<file path="config.mk">
export PLATFORM = sky130hd
export DESIGN_NAME = alu_nibble_seq
export DESIGN_NICKNAME = d
export VERILOG_FILES = /design/src/rtl/alu_seq_pkg.sv /design/src/rtl/alu_nibble_seq.sv
export SDC_FILE = /design/constraint.sdc
export NUM_CORES = 1
export LEC_CHECK = 0
export ABC_AREA = 1
export CAP_MARGIN = 20
export CORE_MARGIN = 5
export CORE_UTILIZATION = 56
export DETAILED_ROUTE_END_ITERATION = 8
export PLACE_DENSITY = 0.86
export RECOVER_POWER = 50
export SYNTH_ARGS = -nofsm -noshare
export SYNTH_HDL_FRONTEND = slang
export SYNTH_SLANG_ARGS = --single-unit
export TNS_END_PERCENT = 100
</file>
<file path="constraint.sdc">
create_clock -name clk -period 4.4 [get_ports clk]
set_input_delay 0.44 -clock clk [delete_from_list [all_inputs] [get_ports clk]]
set_output_delay 0.44 -clock clk [all_outputs]
set_load 0.1 [all_outputs]
</file>
<file path="src/rtl/alu_seq_pkg.sv">
// Shared encodings for the nibble-serial ALU sequencer.
package alu_seq_pkg;

  // Operation requested by the control unit
  typedef enum logic [1:0] {
    OP_ADD   = 2'b00,
    OP_ADC   = 2'b01,
    OP_SUB   = 2'b10,
    OP_LOGIC = 2'b11
  } op_t;

  // 4-bit ALU op select for A + B + c_in
  localparam logic [1:0] ALU_OP_ADD = 2'b10;

  // Sequencer state encoding
  typedef enum logic [1:0] {
    S_IDLE = 2'b00,
    S_RUN  = 2'b01,
    S_DONE = 2'b10
  } state_t;

endpackage

</file>
<file path="src/rtl/alu_nibble_seq.sv">
// Drives an external 4-bit ALU one nibble per cycle, LSB first, chaining the
// carry, to execute a WIDTH-bit operation; result and flags are registered
// on the final nibble.
//
//  state  | meaning
//  -------+-----------------------------------------------------------
//  S_IDLE | waiting for start; alu_* held at 0
//  S_RUN  | one nibble per cycle through the ALU, index 0..NIBBLES-1
//  S_DONE | one-cycle done pulse, still busy; start not accepted here
module alu_nibble_seq
  import alu_seq_pkg::*;
#(
  parameter int NIBBLES = 4,
  localparam int WIDTH = 4 * NIBBLES
) (
  input  logic             clk,
  input  logic             reset,
  input  logic             start,
  input  logic [1:0]       op,
  input  logic [1:0]       lop,
  input  logic             cin,
  input  logic [WIDTH-1:0] a,
  input  logic [WIDTH-1:0] b,
  output logic             busy,
  output logic             done,
  output logic [WIDTH-1:0] result,
  output logic             flag_z,
  output logic             flag_c,
  output logic             flag_s,
  output logic             flag_v,
  output logic [3:0]       alu_a,
  output logic [3:0]       alu_b,
  output logic             alu_c_in,
  output logic [1:0]       alu_op,
  output logic             alu_l,
  input  logic [3:0]       alu_r,
  input  logic             alu_c_out
);

  localparam int IDX_W = (NIBBLES > 1) ? $clog2(NIBBLES) : 1;

  state_t             state, state_nxt;
  logic [WIDTH-1:0]   a_q, b_q, acc, res_fin;
  op_t                op_q;
  logic [1:0]         lop_q;
  logic               cr;
  logic [IDX_W-1:0]   idx;
  logic               accept, arith, last;

  assign accept = (state == S_IDLE) && start;
  assign arith  = (op_q != OP_LOGIC);
  assign last   = (idx == IDX_W'(NIBBLES - 1));

  // State register
  always_ff @(posedge clk or posedge reset) begin
    if (reset) state <= S_IDLE;
    else       state <= state_nxt;
  end

  // Next state, handshake and ALU drive; ALU inputs are 0 outside RUN
  always_comb begin
    state_nxt = state;
    busy      = 1'b0;
    done      = 1'b0;
    alu_a     = 4'h0;
    alu_b     = 4'h0;
    alu_c_in  = 1'b0;
    alu_op    = 2'b00;
    alu_l     = 1'b0;
    case (state)
      S_IDLE: begin
        if (start) state_nxt = S_RUN;
      end
      S_RUN: begin
        busy  = 1'b1;
        alu_a = a_q[{idx, 2'b00} +: 4];
        alu_b = b_q[{idx, 2'b00} +: 4];
        if (arith) begin
          alu_c_in = cr;
          alu_op   = ALU_OP_ADD;
        end else begin
          alu_l  = 1'b1;
          alu_op = lop_q;
        end
        if (last) state_nxt = S_DONE;
      end
      S_DONE: begin
        busy      = 1'b1;
        done      = 1'b1;
        state_nxt = S_IDLE;
      end
      default: state_nxt = S_IDLE;
    endcase
  end

  // Accumulator with the current ALU nibble merged in; on the last nibble
  // this is the full result, so flags can be registered in the same edge
  always_comb begin
    res_fin = acc;
    res_fin[{idx, 2'b00} +: 4] = alu_r;
  end

  // Operand latch, carry chain, nibble index and the visible result/flags.
  // The visible result only changes on the final nibble so it stays stable
  // while busy.
  always_ff @(posedge clk or posedge reset) begin
    if (reset) begin
      a_q    <= '0;
      b_q    <= '0;
      acc    <= '0;
      op_q   <= OP_ADD;
      lop_q  <= 2'b00;
      cr     <= 1'b0;
      idx    <= '0;
      result <= '0;
      flag_z <= 1'b0;
      flag_c <= 1'b0;
      flag_s <= 1'b0;
      flag_v <= 1'b0;
    end else if (accept) begin
      a_q   <= a;
      b_q   <= (op_t'(op) == OP_SUB) ? ~b : b;
      op_q  <= op_t'(op);
      lop_q <= lop;
      acc   <= '0;
      idx   <= '0;
      case (op_t'(op))
        OP_ADC:  cr <= cin;
        OP_SUB:  cr <= 1'b1;
        default: cr <= 1'b0;
      endcase
    end else if (state == S_RUN) begin
      acc <= res_fin;
      cr  <= arith ? alu_c_out : 1'b0;
      idx <= idx + 1'b1;
      if (last) begin
        result <= res_fin;
        flag_z <= (res_fin == '0);
        flag_s <= res_fin[WIDTH-1];
        flag_c <= arith ? alu_c_out : 1'b0;
        flag_v <= arith && (a_q[WIDTH-1] == b_q[WIDTH-1]) &&
                  (res_fin[WIDTH-1] != a_q[WIDTH-1]);
      end
    end
  end

endmodule

</file>
==> metrics.cfg, run 1 <==
[outcome]
result_of_the_run = finished with violations
violations = max-capacitance violations, max-slew violations

[grt]
via_count_of_the_first_global_routing_pass = 3359
grt_overflow = 0
antenna_found_initial = 0
grt_start_max_net_pins = 65
groute.usage.overall_pct = 22.5
first_pass_grt_wire_length_um = 15500

[sta]
fin_setup_tns_ps = 0
min_period_over_period_pct = 81.3
clock_skew_ps = 9.32
slew_headroom_pct = -15.0
finalHoldViolations = 0
rsz0062_at_grt = false
timing.final.crit_period_ps = 3580
setup_violations = 0
maximum_frequency_from_static_timing_analysis_mhz = 280
timing.final.max_slew_violations = 33
tightestPinTransition_ps = 1720

[routing]
drc = 0
drt.antenna.violating_nets = 0
via_count = 3402
drt-initial-drc-count = 209
router_iterations_before_antenna_repair = 5
viasPerCell = 5.40
avgRoutedWirePerCell_um = 14.2
wirelength_um = 8980

[placed_design]
gp_congestion = 0.929
dp_hpwl_um = 6560
portBuffers = 78

[clocking]
ctsHtreeMaxLevel = 3
worst_setup_hold_path_clk_slew_ps = 70
cts-resized-gates = 0
postCtsSetupBuffers = 0
cts_buffer_depth = 2
clock_sinks = 76
clock_latency_ps = 340
cts-buffers-inserted = 9
cts_hold_buffers = 0
clock_tree_from_tritoncts = yes
clk_root_buffer_cell = clkbuf_8

[critical_path]
timing.critical_path.required_ps = 3960
critical_path.slowest_cell = dfrtp_1
critical_path.cell_chain = inv_2 > o21ai_0 > a21oi_1 > clkdlybuf4s50_1
worst-path-stages = 4
worstSetupPathType = flip-flop to output pin
worstSetupEndpointType = output pin
reg2regPathDepth = 9
critPathTopFamily = buffers and inverters
startpoint_type = flip-flop
max_stage_delay_ps = 1040
cp_data_arrival_time_ps = 3140
worstPathMaxFanout = 31
critPathBufInv = 2

[logic_synthesis]
synth_area_mm2 = 0.00388
postSynthNetCount = 534
synth_seq_area_share_pct = 49.0
yosys.area.top_type = dfrtp_1
syn_avg_cell_area_um2 = 8.13
synth.lib_cells_used.distinct = 30
postSynthRegisterBits = 76
ys_top_cells_by_area = dfrtp_1, nand2_1, o21ai_0
syn_inst = 477
number_of_synthesis_warnings = 0
post-synth-top-area-fraction_pct = 49.0

[floorplanning]
die_x_um = 93.2
die_y_um = 93.2
number_of_ports_placed_on_the_die_boundary = 79
die-area_mm2 = 0.00869
rows = 30
initial_core_util_pct = 57.4
design.core.area_mm2 = 0.00676

[power]
irDropWorstVdd_mv = 0.558
p_per_area_mw_per_mm2 = 830
power.static_leakage_nw = 2.23
power_w = 0.00400

[cells_and_area]
layout_common_cells = nand2_1, dfrtp_1, clkdlybuf4s50_1, nor2_1, o21ai_0
area_delta_synth_final_pct = 24.1
fill_cells = 535
layout.nets = 602
num_antenna_cells = 0
final_common_cell = nand2_1
layout-drive-gt1-share_pct = 6.36

[hold_path]
min_path_type = flip-flop to flip-flop
whs_path_depth = 2

[run]
drv_cap = 1

layer usage:
layer | GRT usage (%) | wire length, µm
met1 | 28.8 | 3690
met2 | 37.6 | 4530
met3 | 4.18 | 554
met4 | 9.04 | 205
met5 | 0 | 0
power breakdown:
group	internal (W)	switching (W)
clock	0.000216	0.000242
combinational	0.000588	0.00178
sequential	0.000974	0.000195
logic make-up after synthesis:
family                   share of synthesized area (%)
buffers and inverters                             8.20
adder cells (fa/ha/maj)                           3.87
AND/OR/NAND/NOR                                   21.4
flip-flops                                        49.0
XOR/XNOR                                          3.61
AO/OA/AOI/OAI                                     13.8
layout make-up:
class | count | area (µm²) | area share (%)
clock buffer | 11 | 141 | 2.94
clock inverter | 5 | 27.5 | 0.572
inverter | 50 | 188 | 3.90
multi-input combinational | 327 | 1660 | 34.4
sequential | 76 | 1900 | 39.5
tap | 80 | 100 | 2.08
timing repair buffer | 81 | 797 | 16.6
synthesized netlist by cell type (all sizes together):
master  number
nor2        46
nand2      125
xnor2       16
o31ai        1
a21oi       15
o22ai        7
clkbuf       4
nor3         1
dfrtp       76
inv         49
a31o         1
buf         20
ha          12
o21ai       69
o211ai       5
o21a         1
clkinv       1
nand3       28
state kept, by name, summed over array words and instances (netlist names):
register / flops
a_q: 16
acc: 16
b_q: 16
cr: 1
flag_c: 1
flag_v: 1
flag_z: 1
idx: 2
lop_q: 2
op_q: 2
result: 16
state: 2
worst reg2reg max path, stage by stage (launching register included):
cell     delay, ps
dfrtp_1       1040
inv_2          340
ha_1           480
nand2_1         90
nor2_1          60
a21oi_1        330
nand3_1        160
nor2_1         140
nand2_1         60
nand2_1         50
worst paths after layout:
kind,from,to,slack (ps)
max in group asynchronous,reset,b_q[6]$_DFFE_PP0P_,1270
worst min-delay path,b_q[6]$_DFFE_PP0P_,b_q[6]$_DFFE_PP0P_,480
worst max register to register,idx[0]$_DFFE_PP0P_,flag_z$_DFFE_PP0P_,1620
worst min register to register,b_q[6]$_DFFE_PP0P_,b_q[6]$_DFFE_PP0P_,480
min in group asynchronous,reset,result[15]$_DFFE_PP0P_,660
worst max-delay path,idx[0]$_DFFE_PP0P_,alu_b[2],820
stage by stage:
step	cells	hold WS, ps	util (%)	area, µm²	setup WS (ps)
CTS	629	486	71.3	4810	838
finish	630	479	71.2	4810	824
detailed placement	613	466	68.8	4650	1220
global route	630	501	71.2	4810	611
floorplan	477	444	-	3880	826
global placement	613	461	68.8	4650	1350
(Power assumes the default switching activity.)
==> run 2, diff against run 1 <==
--- a/config.mk
+++ b/config.mk
@@ -8,9 +8,9 @@
 export ABC_AREA = 1
 export CAP_MARGIN = 20
 export CORE_MARGIN = 5
-export CORE_UTILIZATION = 56
+export CORE_UTILIZATION = 47
 export DETAILED_ROUTE_END_ITERATION = 8
-export PLACE_DENSITY = 0.86
+export PLACE_DENSITY = 0.77
 export RECOVER_POWER = 50
 export SYNTH_ARGS = -nofsm -noshare
 export SYNTH_HDL_FRONTEND = slang
==> constraint.sdc (replaced) <==
create_clock -name clk -period 3.27 [get_ports clk]
set_input_delay 0.327 -clock clk [delete_from_list [all_inputs] [get_ports clk]]
set_output_delay 0.327 -clock clk [all_outputs]
set_load 0.1 [all_outputs]
==> run 2 against run 1 <==
  * The run now ends clean
  * Clock skew is 2.9 ps lower
  * Wire length is 4.7% higher
  * First-iteration DRC count is 32% lower
  * Register-to-register slack worse by 980 ps
  * Worst setup slack worse by 190 ps
  * Non-clock buffer count stayed put
  * Hold slack better by 7.0 ps
  * Via count is 4.4% lower
  * Sequential share of layout area hardly changed
  * Cell count is 4.0% higher
  * Combinational power is 35% higher
  * Sequential power is 29% higher
  * Largest power group unchanged
==> metrics.cfg, run 2 (synthesized netlist as in run 1, its figures left out) <==
[routing]
via_count = 3253  ; -4.4%
drt-initial-drc-count = 142  ; -32%
viasPerCell = 4.97  ; -8.0%
drt.antenna.violating_nets = 0  ; unchanged
drc = 0  ; unchanged
avgRoutedWirePerCell_um = 14.4  ; +0.75%
wirelength_um = 9400  ; +4.7%
router_iterations_before_antenna_repair = 5  ; unchanged

[power]
power.static_leakage_nw = 2.25  ; +0.77%
p_per_area_mw_per_mm2 = 1120  ; +34%
irDropWorstVdd_mv = 0.664  ; +19%
internal_power_w = 0.00236  ; +32%
seq_power_share_pct = 28.1  ; -1.1 points
power_frac_comb_pct = 59.8  ; +0.5 points
pwr-share-clk_pct = 12.1  ; +0.6 points
switchingPower_w = 0.00302  ; +36%
sw_frac_of_total_pct = 56.2  ; +0.68 points

[sta]
timing.final.crit_period_ps = 2630
clock_skew_ps = 6.42  ; -2.90 ps
timing.final.max_slew_violations = 0  ; -100%
rsz0062_at_grt = false
post_route_worst_setup_slack_ps = 637  ; -188 ps
fin_setup_tns_ps = 0  ; unchanged
maximum_frequency_from_static_timing_analysis_mhz = 380
setup_violations = 0  ; unchanged
finalHoldViolations = 0  ; unchanged
slew_headroom_pct = 7.21  ; +22 points
min_period_over_period_pct = 80.5
tightestPinTransition_ps = 1390  ; -334 ps

[outcome]
result_of_the_run = complete, no violations

[cells_and_area]
layout_common_cells = nand2_1, dfrtp_1, clkdlybuf4s50_1, nor2_1, o21ai_0
num_antenna_cells = 0  ; unchanged
area_delta_synth_final_pct = 24.2  ; about the same
instances_no_fill = 655  ; +4.0%
fill_cells = 747  ; +40%
layout-drive-gt1-share_pct = 9.27  ; +2.9 points
multi_input_logic_area_mm2 = 0.00166  ; +0.30%
layout.nets = 602  ; unchanged
final_common_cell = nand2_1
final_core_util_pct = 59.2  ; -12 points
sequential_cell_area_mm2 = 0.00190  ; unchanged

[floorplanning]
die_y_um = 101  ; +8.2%
die-area_mm2 = 0.0102  ; +17%
initial_core_util_pct = 47.7  ; -9.7 points
rows = 33  ; +10%
number_of_ports_placed_on_the_die_boundary = 79  ; unchanged
design.core.area_mm2 = 0.00813  ; +20%
die_x_um = 101  ; +8.2%

[critical_path]
worstSetupPathType = flip-flop to flip-flop
worstSetupEndpointType = flip-flop
timing.critical_path.required_ps = 3520  ; -440 ps
worstPathMaxFanout = 64  ; +110%
cp_data_arrival_time_ps = 2880  ; -260 ps
startpoint_type = flip-flop

[clocking]
cts-buffers-inserted = 9  ; unchanged
cts_hold_buffers = 0  ; unchanged
cts_buffer_depth = 2  ; unchanged
clock_sinks = 76  ; unchanged
worst_setup_hold_path_clk_slew_ps = 80  ; about the same
clock_latency_ps = 340  ; about the same
cts-resized-gates = 0  ; unchanged
postCtsSetupBuffers = 0  ; unchanged
clk_root_buffer_cell = clkbuf_8
ctsHtreeMaxLevel = 3  ; unchanged
clock_tree_from_tritoncts = yes

[placed_design]
dp_hpwl_um = 6740  ; +2.8%
dpl_worst_slack_ps = 1040  ; -181 ps
dp_cells = 639  ; +4.2%
portBuffers = 78  ; unchanged
gp_congestion = 0.885  ; -4.7%

[grt]
first_pass_grt_wire_length_um = 15600  ; +0.35%
grt_start_max_net_pins = 65  ; unchanged
grt_overflow = 0  ; unchanged
via_count_of_the_first_global_routing_pass = 3238  ; -3.6%
groute.usage.overall_pct = 19.5  ; -3.0 points
antenna_found_initial = 0  ; unchanged

[run]
drv_cap = 0  ; -1

[hold_path]
min_path_type = flip-flop to flip-flop

==> run 2: cell types whose count changed in the layout (fill, tap and decap cells not counted), sizes merged <==
cell	previous run	this run
buf	1	13
clkbuf	13	14
clkdlybuf4s50	76	63
clkinv	5	4
clkinvlp	1	2
dlygate4sd3	2	1
inv	49	50
==> run 2: power groups by stage <==
stage / logic (W) / registers [W] / clock network [W]
3_5_place_dp: 0.00325 / 0.00153 / 0
2_1_floorplan: 0.00188 / 0.00218 / 0
5_1_grt: 0.00345 / 0.00156 / 0.000700
6_report: 0.00321 / 0.00151 / 0.000651
4_1_cts: 0.00325 / 0.00151 / 0.000661
3_3_place_gp: 0.00322 / 0.00152 / 0
==> run 2: path summary, 6_finish.rpt <==
kind	start	endpoint	slack, ps	depth (start not counted)
setup / recovery	state[0]$_DFFE_PP0P_	acc[0]$_DFFE_PP0P_	640	6
hold / removal	a_q[11]$_DFFE_PP0P_	a_q[11]$_DFFE_PP0P_	490	2
setup reg to reg	state[0]$_DFFE_PP0P_	acc[0]$_DFFE_PP0P_	640	6
hold reg to reg	a_q[11]$_DFFE_PP0P_	a_q[11]$_DFFE_PP0P_	490	2
max in group asynchronous	reset	result[5]$_DFFE_PP0P_	810	3
min in group asynchronous	reset	op_q[1]$_DFFE_PP0P_	820	2
==> run 2: area by class of cell <==
cell class / count / share of cell area, %
flip-flops and latches: 76 / 39.5
repair buffers: 81 / 15.7
multi-input cells: 327 / 34.5
clock inverters: 6 / 0.805
well taps: 105 / 2.73
clock buffers: 10 / 2.86
inverters: 50 / 3.90
==> run 2: stage by stage <==
| stage | instance area, µm² | hold slack (ps) | power [W] |
|---|---|---|---|
| final | 4820 | 485 | 0.00538 |
| after detailed placement | 4670 | 466 | 0.00478 |
| after global routing | 4820 | 498 | 0.00571 |
| after floorplan | 3880 | 437 | 0.00407 |
| after CTS | 4840 | 453 | 0.00543 |
| after global placement | 4670 | 457 | 0.00474 |
==> run 2: layer usage <==
layer | routed length [µm] | GRT usage [%] | vias to the layer above
met5 | 0 | 0 | -
met4 | 151 | 7.25 | 0
met3 | 401 | 3.81 | 12
met2 | 4530 | 31.6 | 75
met1 | 4310 | 25.9 | 1514
li1 | - | - | 1652
==> run 2: critical path, stage by stage (launching register included) <==
cell and delay, ps:
dfrtp_1 380, inv_1 100, ha_1 230, nand2_1 120, clkbuf_2 890, nand2_1 480
o22ai_1 310
==> run 3, diff against run 2 <==
==> constraint.sdc (replaced) <==
create_clock -name clk -period 2.2 [get_ports clk]
set_input_delay 0.22 -clock clk [delete_from_list [all_inputs] [get_ports clk]]
set_output_delay 0.22 -clock clk [all_outputs]
set_load 0.1 [all_outputs]
==> run 3 against run 2 <==
  * Final area up 3.4%
  * Via count increased by 3.7%
  * Core utilization is 2.0 points higher
  * Critical path depth did not move
  * Power up 57%
  * Wire length rose by 0.22%
  * Sequential share of layout area fell by 1.3 points
  * Register-to-register slack worse by 350 ps
  * Clock skew grew 3.9 ps
  * Cell count rose by 0.92%
  * First-iteration DRC count grew 32%
  * Critical path type is now flip-flop to output pin
  * Critical endpoint is now alu_op[0]
  * Highest routed layer unchanged
==> metrics.cfg, run 3 (synthesized netlist as in run 1, its figures left out) <==
[clocking]
clock_latency_ps = 350  ; about the same
clock_sinks = 76  ; unchanged
cts-buffers-inserted = 9  ; unchanged
clk_root_buffer_cell = clkbuf_8
cts_buffer_depth = 2  ; unchanged
worst_setup_hold_path_clk_slew_ps = 80  ; about the same
ctsHtreeMaxLevel = 3  ; unchanged
clock_tree_from_tritoncts = yes

[sta]
setup_violations = 0  ; unchanged
timing.final.max_slew_violations = 0  ; unchanged
final.hold.worst_slack_ps = 397  ; -88.4 ps
clock_skew_ps = 10.3  ; +3.89 ps
min_period_over_period_pct = 95.3
finalHoldViolations = 0  ; unchanged
maximum_frequency_from_static_timing_analysis_mhz = 477
tightestPinTransition_ps = 1180  ; -210 ps
slew_headroom_pct = 21.6  ; +14 points
timing.final.crit_period_ps = 2100
rsz0062_at_grt = false

[power]
irDropWorstVdd_mv = 1.28  ; +92%
power.static_leakage_nw = 2.30  ; +2.2%
p_per_area_mw_per_mm2 = 1700  ; +52%

[routing]
viasPerCell = 5.10  ; +2.7%
avgRoutedWirePerCell_um = 14.3  ; -0.69%
wirelength_um = 9420  ; +0.22%
via_count = 3372  ; +3.7%
drc = 0  ; unchanged
drt-initial-drc-count = 188  ; +32%
drt.antenna.violating_nets = 0  ; unchanged
router_iterations_before_antenna_repair = 4  ; -1

[outcome]
result_of_the_run = complete, no violations

[floorplanning]
number_of_ports_placed_on_the_die_boundary = 79  ; unchanged
die_y_um = 101  ; unchanged
die_x_um = 101  ; unchanged
rows = 33  ; unchanged
die-area_mm2 = 0.0102  ; unchanged
design.core.area_mm2 = 0.00813  ; unchanged
initial_core_util_pct = 47.7  ; unchanged

[placed_design]
gp_congestion = 0.910  ; +2.8%
portBuffers = 78  ; unchanged
dp_hpwl_um = 6750  ; +0.21%
detailed_place.area_mm2 = 0.00481  ; +3.0%

[cells_and_area]
final_common_cell = nand2_1
layout-drive-gt1-share_pct = 12.6  ; +3.3 points
layout.nets = 608  ; +1.0%
num_antenna_cells = 0  ; unchanged
area_delta_synth_final_pct = 28.4
design_area_mm2 = 0.00498  ; +3.4%
layout_common_cells = nand2_1, dfrtp_1, clkdlybuf4s50_1, o21ai_0, nor2_1

[grt]
antenna_found_initial = 0  ; unchanged
via_count_of_the_first_global_routing_pass = 3374  ; +4.2%
grt_overflow = 0  ; unchanged
groute.usage.overall_pct = 19.7  ; +0.21 points
first_pass_grt_wire_length_um = 15900  ; +2.2%
grt_start_max_net_pins = 77  ; +18%

[critical_path]
worstSetupPathType = flip-flop to output pin
worstSetupEndpointType = output pin
timing.critical_path.required_ps = 1980  ; -1540 ps
regToRegSetupSlack_ps = 290  ; -350 ps
cp_data_arrival_time_ps = 1880  ; -1000 ps
startpoint_type = flip-flop
worstPathMaxFanout = 14  ; -78%

[hold_path]
min_path_type = input port to flip-flop

[run]
drv_cap = 0  ; unchanged

==> run 3: changes by cell type in the layout (fill, tap and decap cells not counted), moves of 2 or more <==
cell / before / now
clkbuf_2: 2 / 0
a21oi_2: 2 / 7
a21oi_1: 13 / 8
clkdlybuf4s50_1: 63 / 43
buf_12: 0 / 13
inv_1: 40 / 38
clkbuf_1: 2 / 18
==> run 3: power breakdown <==
group          total, W  switching [W]  internal (W)
clock network   0.00110       0.000521      0.000583
registers       0.00223       0.000281       0.00195
logic           0.00513        0.00379       0.00134
==> run 3: stage by stage <==
stage / TNS, ps / power (W) / utilization [%] / setup WS, ps / instances
finish: 0 / 0.00847 / 61.2 / 102 / 661
global route: 0 / 0.00901 / 61.2 / 9.52 / 661
CTS: -48.7 / 0.00852 / 61.6 / -17.6 / 660
detailed placement: 0 / 0.00742 / 59.1 / 332 / 644
global placement: 0 / 0.00735 / 59.1 / 386 / 644
floorplan: -5100 / 0.00605 / - / -555 / 477
==> run 3: layout make-up <==
type	instances	area [µm²]
inverter	50	191
timing repair buffer	87	862
clock buffer	12	155
tap	105	131
multi-input combinational	327	1690
clock inverter	4	47.5
fill	725	3160
sequential	76	1900
==> run 3: metal layers <==
metal  GRT usage, %  share of wire (%)  up-vias
li1               -                  -     1672
met3           3.25                6.1       13
met2           32.1                 48      100
met5              0                  0        -
met1           26.5                 44     1587
met4           7.15                1.6        0
==> run 3: path summary, 6_finish.rpt <==
path / startpoint / to / cells past startpoint
min in group asynchronous: reset / state[1]$_DFFE_PP0P_ / 3
hold reg to reg: a_q[3]$_DFFE_PP0P_ / a_q[3]$_DFFE_PP0P_ / 2
setup reg to reg: idx[0]$_DFFE_PP0P_ / flag_z$_DFFE_PP0P_ / 10
setup / recovery: state[1]$_DFFE_PP0P_ / alu_op[0] / 6
max in group asynchronous: reset / result[14]$_DFFE_PP0P_ / 3
hold / removal: a[2] / a_q[2]$_DFFE_PP0P_ / 3
==> run 3: critical path, cell delays in order (launching register included) <==
cell,delay [ps]
dfrtp_1,400
inv_1,100
ha_2,260
clkinvlp_4,130
buf_12,160
nor3_2,260
buf_12,210
==> run 3: timing repair <==
item,in CTS,in global routing
gates cloned,0,0
resized for setup,0,7
setup buffers,0,1
setup endpoints to repair,3,10
hold buffers,0,0
==> patch 1: new RTL, flow settings as in run 3 <==
Make the reset (`reset`) synchronous in 2 clocked blocks.
--- a/src/rtl/alu_nibble_seq.sv
+++ b/src/rtl/alu_nibble_seq.sv
@@ -54,3 +54,3 @@
   // State register
-  always_ff @(posedge clk or posedge reset) begin
+  always_ff @(posedge clk) begin
     if (reset) state <= S_IDLE;
@@ -105,3 +105,3 @@
   // while busy.
-  always_ff @(posedge clk or posedge reset) begin
+  always_ff @(posedge clk) begin
     if (reset) begin
Function: differs if reset is asserted again (counterexample within 4 cycles, from zero or initial values and one cycle with reset high); with reset held inactive, the same outputs for 10 cycles.
==> patch 1 against run 3 <==
Routed wire length down 1.3%; synthesized cell count up 12%; area after synthesis down 3.6%; sequential share of layout area down 6.9 points; count of clock-buffer cells in the layout down 1; sequential cell count unchanged; non-clock buffer count up 4; worst setup slack better by 43 ps; final area down 2.5%; clock skew down 3.5 ps.
Power is not compared: it rests on default switching activity, and its combinational part moved more than twofold at a synthesized area within 25%.
==> patch 1: results (changes against run 3) <==
Setup path
  – RR Endpoint: acc[14] (was flag_z)
  – Data arrival time of the critical path: 1830 ps (was 1880 ps)
  – Crit path from: state[1] (unchanged)
  – Crit path max fanout: 11 (was 14)
  – Cell with the largest stage delay on the worst path: dfxtp_1 (was dfrtp_1)
  – Slowest stage delay, CP: 320 ps (was 400 ps)
  – Endpoint of the most critical setup path: alu_a[3] (was alu_op[0])
  – Critical register-to-register path startpoint: state[0] (was idx[0])
  – Worst reg-to-reg setup slack: 300 ps

Global routing
  – Via count of the first global-routing pass: 3423 (was 3374)
  – First-pass GRT wire length: 15900 um (about the same)
  – Pin count of the biggest net entering global routing: 30 (was 77)

Layout
  – Area of all placed cells without fillers: 4850 sq um (was 4980 sq um)
  – Sequential cell area: 1520 sq um (was 1900 sq um)
  – Number of standard cells in the final layout excluding fillers: 712 (was 661)
  – Number of nets in the layout: 662 (was 608)
  – Count of inverters other than clock inverters in the layout: 57 (was 50)
  – Final-layout clock-cell area share: 4.85% (was 4.07%)
  – Non-clock buffer share: 18.0% (was 17.3%)
  – Multi-input combinational area share: 38.7% (was 33.9%)
  – Plain + repair buffers: 91 (was 87)
  – Number of multi-input combinational cells in the layout: 370 (was 327)
  – Fraction of layout cells with a size suffix above 1: 10.5% (was 12.6%)
  – FILL cells: 716 (was 725)

Synth
  – Synthesized net count: 590 (was 534)
  – Cell types with the largest area share after synthesis: dfxtp_1 41%, nor2_1 11%, o21ai_0 11% (was dfrtp_1 49%, nand2_1 12%, o21ai_0 5.4%)
  – Proportion of register bits with asynchronous set or reset after synthesis: 0% (was 100%)
  – Most instantiated cells after synthesis: 113 x nor2_1, 83 x o21ai_0, 76 x dfxtp_1, 63 x nand2_1, 51 x inv_1 (was 124 x nand2_1, 76 x dfrtp_1, 43 x nor2_1, 42 x o21ai_0, 40 x inv_1)
  – Share of synthesized area occupied by flip-flops and latches: 40.7% (was 49.0%)
  – Dominant register cell in the synthesized netlist: dfxtp_1 (was dfrtp_1)
  – Mean instance size in the synthesized netlist: 7.01 sq um (was 8.13 sq um)
  – Count of unique library cells instantiated by Yosys: 24 (was 30)

Route
  – Detailed-route wire length per cell: 13.1 um (was 14.3 um)
  – Number of design-rule violations left by the first detailed-router iteration: 153 (was 188)
  – Via/cell ratio: 5.05 (was 5.10)

STA
  – Layout Skew: 6.79 ps (was 10.3 ps)
  – Transition at the pin with the smallest max-transition slack: 1170 ps (was 1180 ps)

Place
  – Area of placed instances: 4700 sq um (was 4810 sq um)
  – Worst slack at placement: 371 ps (was 332 ps)
  – Cell total after placement: 696 (was 644)
  – Final Wtd Congestion: 0.888 (was 0.910)

Run status
  – Outcome: complete, no violations (unchanged)

Worst hold path
  – Type of the worst min-delay path: reg2reg (was in2reg)
## patch 1: changes by cell type after synthesis, moves of 12 or more
cell,change
o21a_1,+12
o21ai_0,+41
nor2_1,+70
nand2_1,-61
dfxtp_1,+76
nand3_1,-14
a21oi_1,+22
dfrtp_1,-76
o21ai_1,-22
## patch 1: power groups by stage
stage	clock [W]	sequential [W]	combinational (W)
2_1_floorplan	0	0.00185	0.00184
4_1_cts	0.00124	0.00185	0.00255
5_1_grt	0.00130	0.00189	0.00281
6_report	0.00121	0.00185	0.00253
3_3_place_gp	0	0.00187	0.00250
3_5_place_dp	0	0.00188	0.00253
## patch 1: per-layer routing
layer / routed length (um) / part of all wire [%] / vias up / track usage (%)
met3: 592 / 6.4 / 15 / 5.19
li1: - / - / 1840 / -
met4: 121 / 1.3 / 0 / 4.83
met1: 4170 / 45 / 1624 / 25.4
met5: 0 / 0 / - / 0
met2: 4420 / 48 / 117 / 32.3
## patch 1: kinds of logic (layout without fill, tap and decap cells)
kind of cell / count (synthesis) / after routing / share of synthesized area (%)
adders and majority gates: 12 / 12 / 4.02
DFF: 76 / 76 / 40.7
and+or+nand+nor: 200 / 200 / 21.5
AOI/OAI and AO/OA: 142 / 142 / 20.5
buffers and inverters: 87 / 164 / 9.54
xor gates and xnor gates: 16 / 16 / 3.75
## patch 1: tightest hold or removal path, cell delays in order (launching register included)
cell and delay (ps):
dfxtp_1 330, nor2_1 50, nor2_1 80
## patch 1: worst min path at each step
stage	start	end	slack, ps	cells past startpoint
3_3_place_gp	a_q[7]	a_q[7]	460	2
6_report	a_q[6]	a_q[6]	480	2
3_5_place_dp	a_q[6]	a_q[6]	470	2
2_1_floorplan	reset	flag_z	280	1
4_1_cts	op[0]	op_q[0]	470	3
5_1_grt	op[0]	op_q[0]	490	3
==> patch 2: new RTL, config.mk and constraints of run 3 <==
Made on the original files. Set the parameter `NIBBLES` to 2 (it was 4).
--- a/src/rtl/alu_nibble_seq.sv
+++ b/src/rtl/alu_nibble_seq.sv
@@ -12,3 +12,3 @@
 #(
-  parameter int NIBBLES = 4,
+  parameter int NIBBLES = 2,
   localparam int WIDTH = 4 * NIBBLES
Ports: changed (resized a, b and result); port bits go from 79 to 55. The function was not compared with the original's and may differ.
==> patch 2 against run 3 <==
Worst setup slack better by 44 ps; critical path type unchanged; sequential cell count is 33 lower; largest cell class unchanged; area after synthesis is 46% lower; global-route usage is 3.6 points lower; final area is 43% lower; maximum frequency is 2.1% higher; routed wire length is 52% lower; non-clock buffer count is 29 lower.
Power is left out: the tool's default activity adds up to more than one toggle a clock period on the data nets, which glitch-free logic cannot reach.
==> patch 2: results (changes against run 3) <==
Place
  – Number of I/O port buffers: 54 (was 78)
  – Post-DP HPWL: 3340 um (was 6750 um)
  – Final Wtd Congestion: 0.743 (was 0.910)

Clock network
  – Hold buffers post-CTS: 0 (unchanged)
  – Worst-case clock buffer depth: 2 (unchanged)
  – Clk Tree Root Cell: clkbuf_8 (unchanged)
  – Inserted Clock Buffers: 5 (was 9)
  – Worst skew pair latency: 300 ps (was 350 ps)

Worst hold path
  – Destination of the worst hold path: b_q[3] (was a_q[2])
  – Number of cells traversed by the worst hold path: 2 (was 3)
  – Min-Delay Startpoint: b_q[3] (was a[2])
  – Type of the worst min-delay path: reg2reg (was in2reg)

Setup path
  – Data arrival time of the critical path: 1830 ps (was 1880 ps)
  – Worst reg-to-reg setup slack: 210 ps (was 290 ps)
  – Critical register-to-register path startpoint: state[1] (was idx[0])
  – Crit path max fanout: 7 (was 14)

Layout
  – Fraction of layout cells with a size suffix above 1: 19.3% (was 12.6%)
  – FILL cells: 369 (was 725)
  – Number of nets in the layout: 324 (was 608)

Synth
  – Fraction of synthesized area in multiplexers: 3.75% (was 0%)
  – Most instantiated cells after synthesis: 48 x nand2_1, 43 x dfrtp_1, 27 x o21ai_0, 26 x nor2_1, 20 x inv_1 (was 124 x nand2_1, 76 x dfrtp_1, 43 x nor2_1, 42 x o21ai_0, 40 x inv_1)
  – Synthesized net count: 270 (was 534)
  – Adder-cell area share of the yosys netlist: 3.57% (was 3.87%)
  – Share of synthesized area occupied by flip-flops and latches: 51.2% (was 49.0%)
  – Count of unique library cells instantiated by Yosys: 25 (was 30)
  – Synthesized-area fraction occupied by xor and xnor cells: 3.33% (was 3.61%)
  – Cell types with the largest area share after synthesis: dfrtp_1 51%, nand2_1 8.6%, o21ai_0 6.4% (was dfrtp_1 49%, nand2_1 12%, o21ai_0 5.4%)
  – Fraction of the mapped netlist area in compound gates: 14.0% (was 13.8%)
  – Synthesis Warnings: 0 (unchanged)

Global routing
  – Via count of the first global-routing pass: 1677 (was 3374)
  – Global-route usage over all layers: 16.1% (was 19.7%)
  – Pin count of the biggest net entering global routing: 44 (was 77)
  – First-pass GRT wire length: 7800 um (was 15900 um)
  – Antenna violations before repair: 0 (unchanged)

STA
  – Transition at the pin with the smallest max-transition slack: 1170 ps (was 1180 ps)
  – Minimum hold slack: 483 ps (was 397 ps)

Route
  – Via/cell ratio: 4.98 (was 5.10)
  – Post-Route WL: 4520 um (was 9420 um)
  – Number of design-rule violations left by the first detailed-router iteration: 85 (was 188)

Run status
  – Outcome: complete, no violations (unchanged)
==> patch 2: cell count changes after synthesis, sizes merged, moves of 5 or more <==
cell	before	now
nand2	125	50
dfrtp	76	43
o21ai	69	36
inv	49	23
nand3	28	9
nor2	46	27
buf	20	8
a21oi	15	6
xnor2	16	8
mux2	0	7
ha	12	6
o211ai	5	0
==> patch 2: logic make-up (layout without fill, tap and decap cells) <==
group	count (synthesis)	after routing
xor gates and xnor gates	8	8
buffers and inverters	34	89
muxes	7	7
and+or+nand+nor	87	87
AOI/OAI and AO/OA	50	50
adders and majority gates	6	6
DFF	43	43
==> patch 2: worst max-delay path by stage <==
| stage | startpoint | slack (ps) | to |
|---|---|---|---|
| 2_1_floorplan | state[1] | 8 | alu_op[0] |
| 3_3_place_gp | start | 440 | a_q[5] |
| 3_5_place_dp | start | 420 | a_q[3] |
| 4_1_cts | state[1] | 120 | alu_a[3] |
| 5_1_grt | state[1] | 20 | flag_z |
| 6_report | state[1] | 150 | alu_a[3] |
==> patch 2: cell type report <==
| class | instances | share of cell area [%] |
|---|---|---|
| clock inverters | 1 | 0.177 |
| repair buffers | 58 | 21.6 |
| multi-input cells | 158 | 32.0 |
| well taps | 52 | 2.31 |
| inverters | 23 | 3.15 |
| clock buffers | 7 | 2.71 |
| flip-flops and latches | 43 | 38.1 |
==> patch 2: through the flow <==
stage,cells,worst slack (ps),instance area (sq um),utilization (%)
after global routing,342,23.8,2820,64.8
final,342,146,2820,64.8
after floorplan,235,8.44,2140,-
after detailed placement,334,417,2790,64.1
after CTS,342,124,2870,65.9
after global placement,334,445,2790,64.1
==> patch 2: metal layers <==
metal | GRT usage [%] | part of all wire [%] | vias up
li1 | - | - | 864
met1 | 21.5 | 46 | 781
met2 | 24.8 | 45 | 51
met3 | 6.09 | 7.8 | 6
met4 | 4.02 | 1.0 | 0
met5 | 0 | 0 | -
==> patch 2: worst max-delay path, stage by stage, from the launching register on <==
cell and delay [ps]:
dfrtp_1 410, inv_1 110, ha_1 300, buf_4 200, o21ai_0 110, a21oi_2 200
buf_12 200
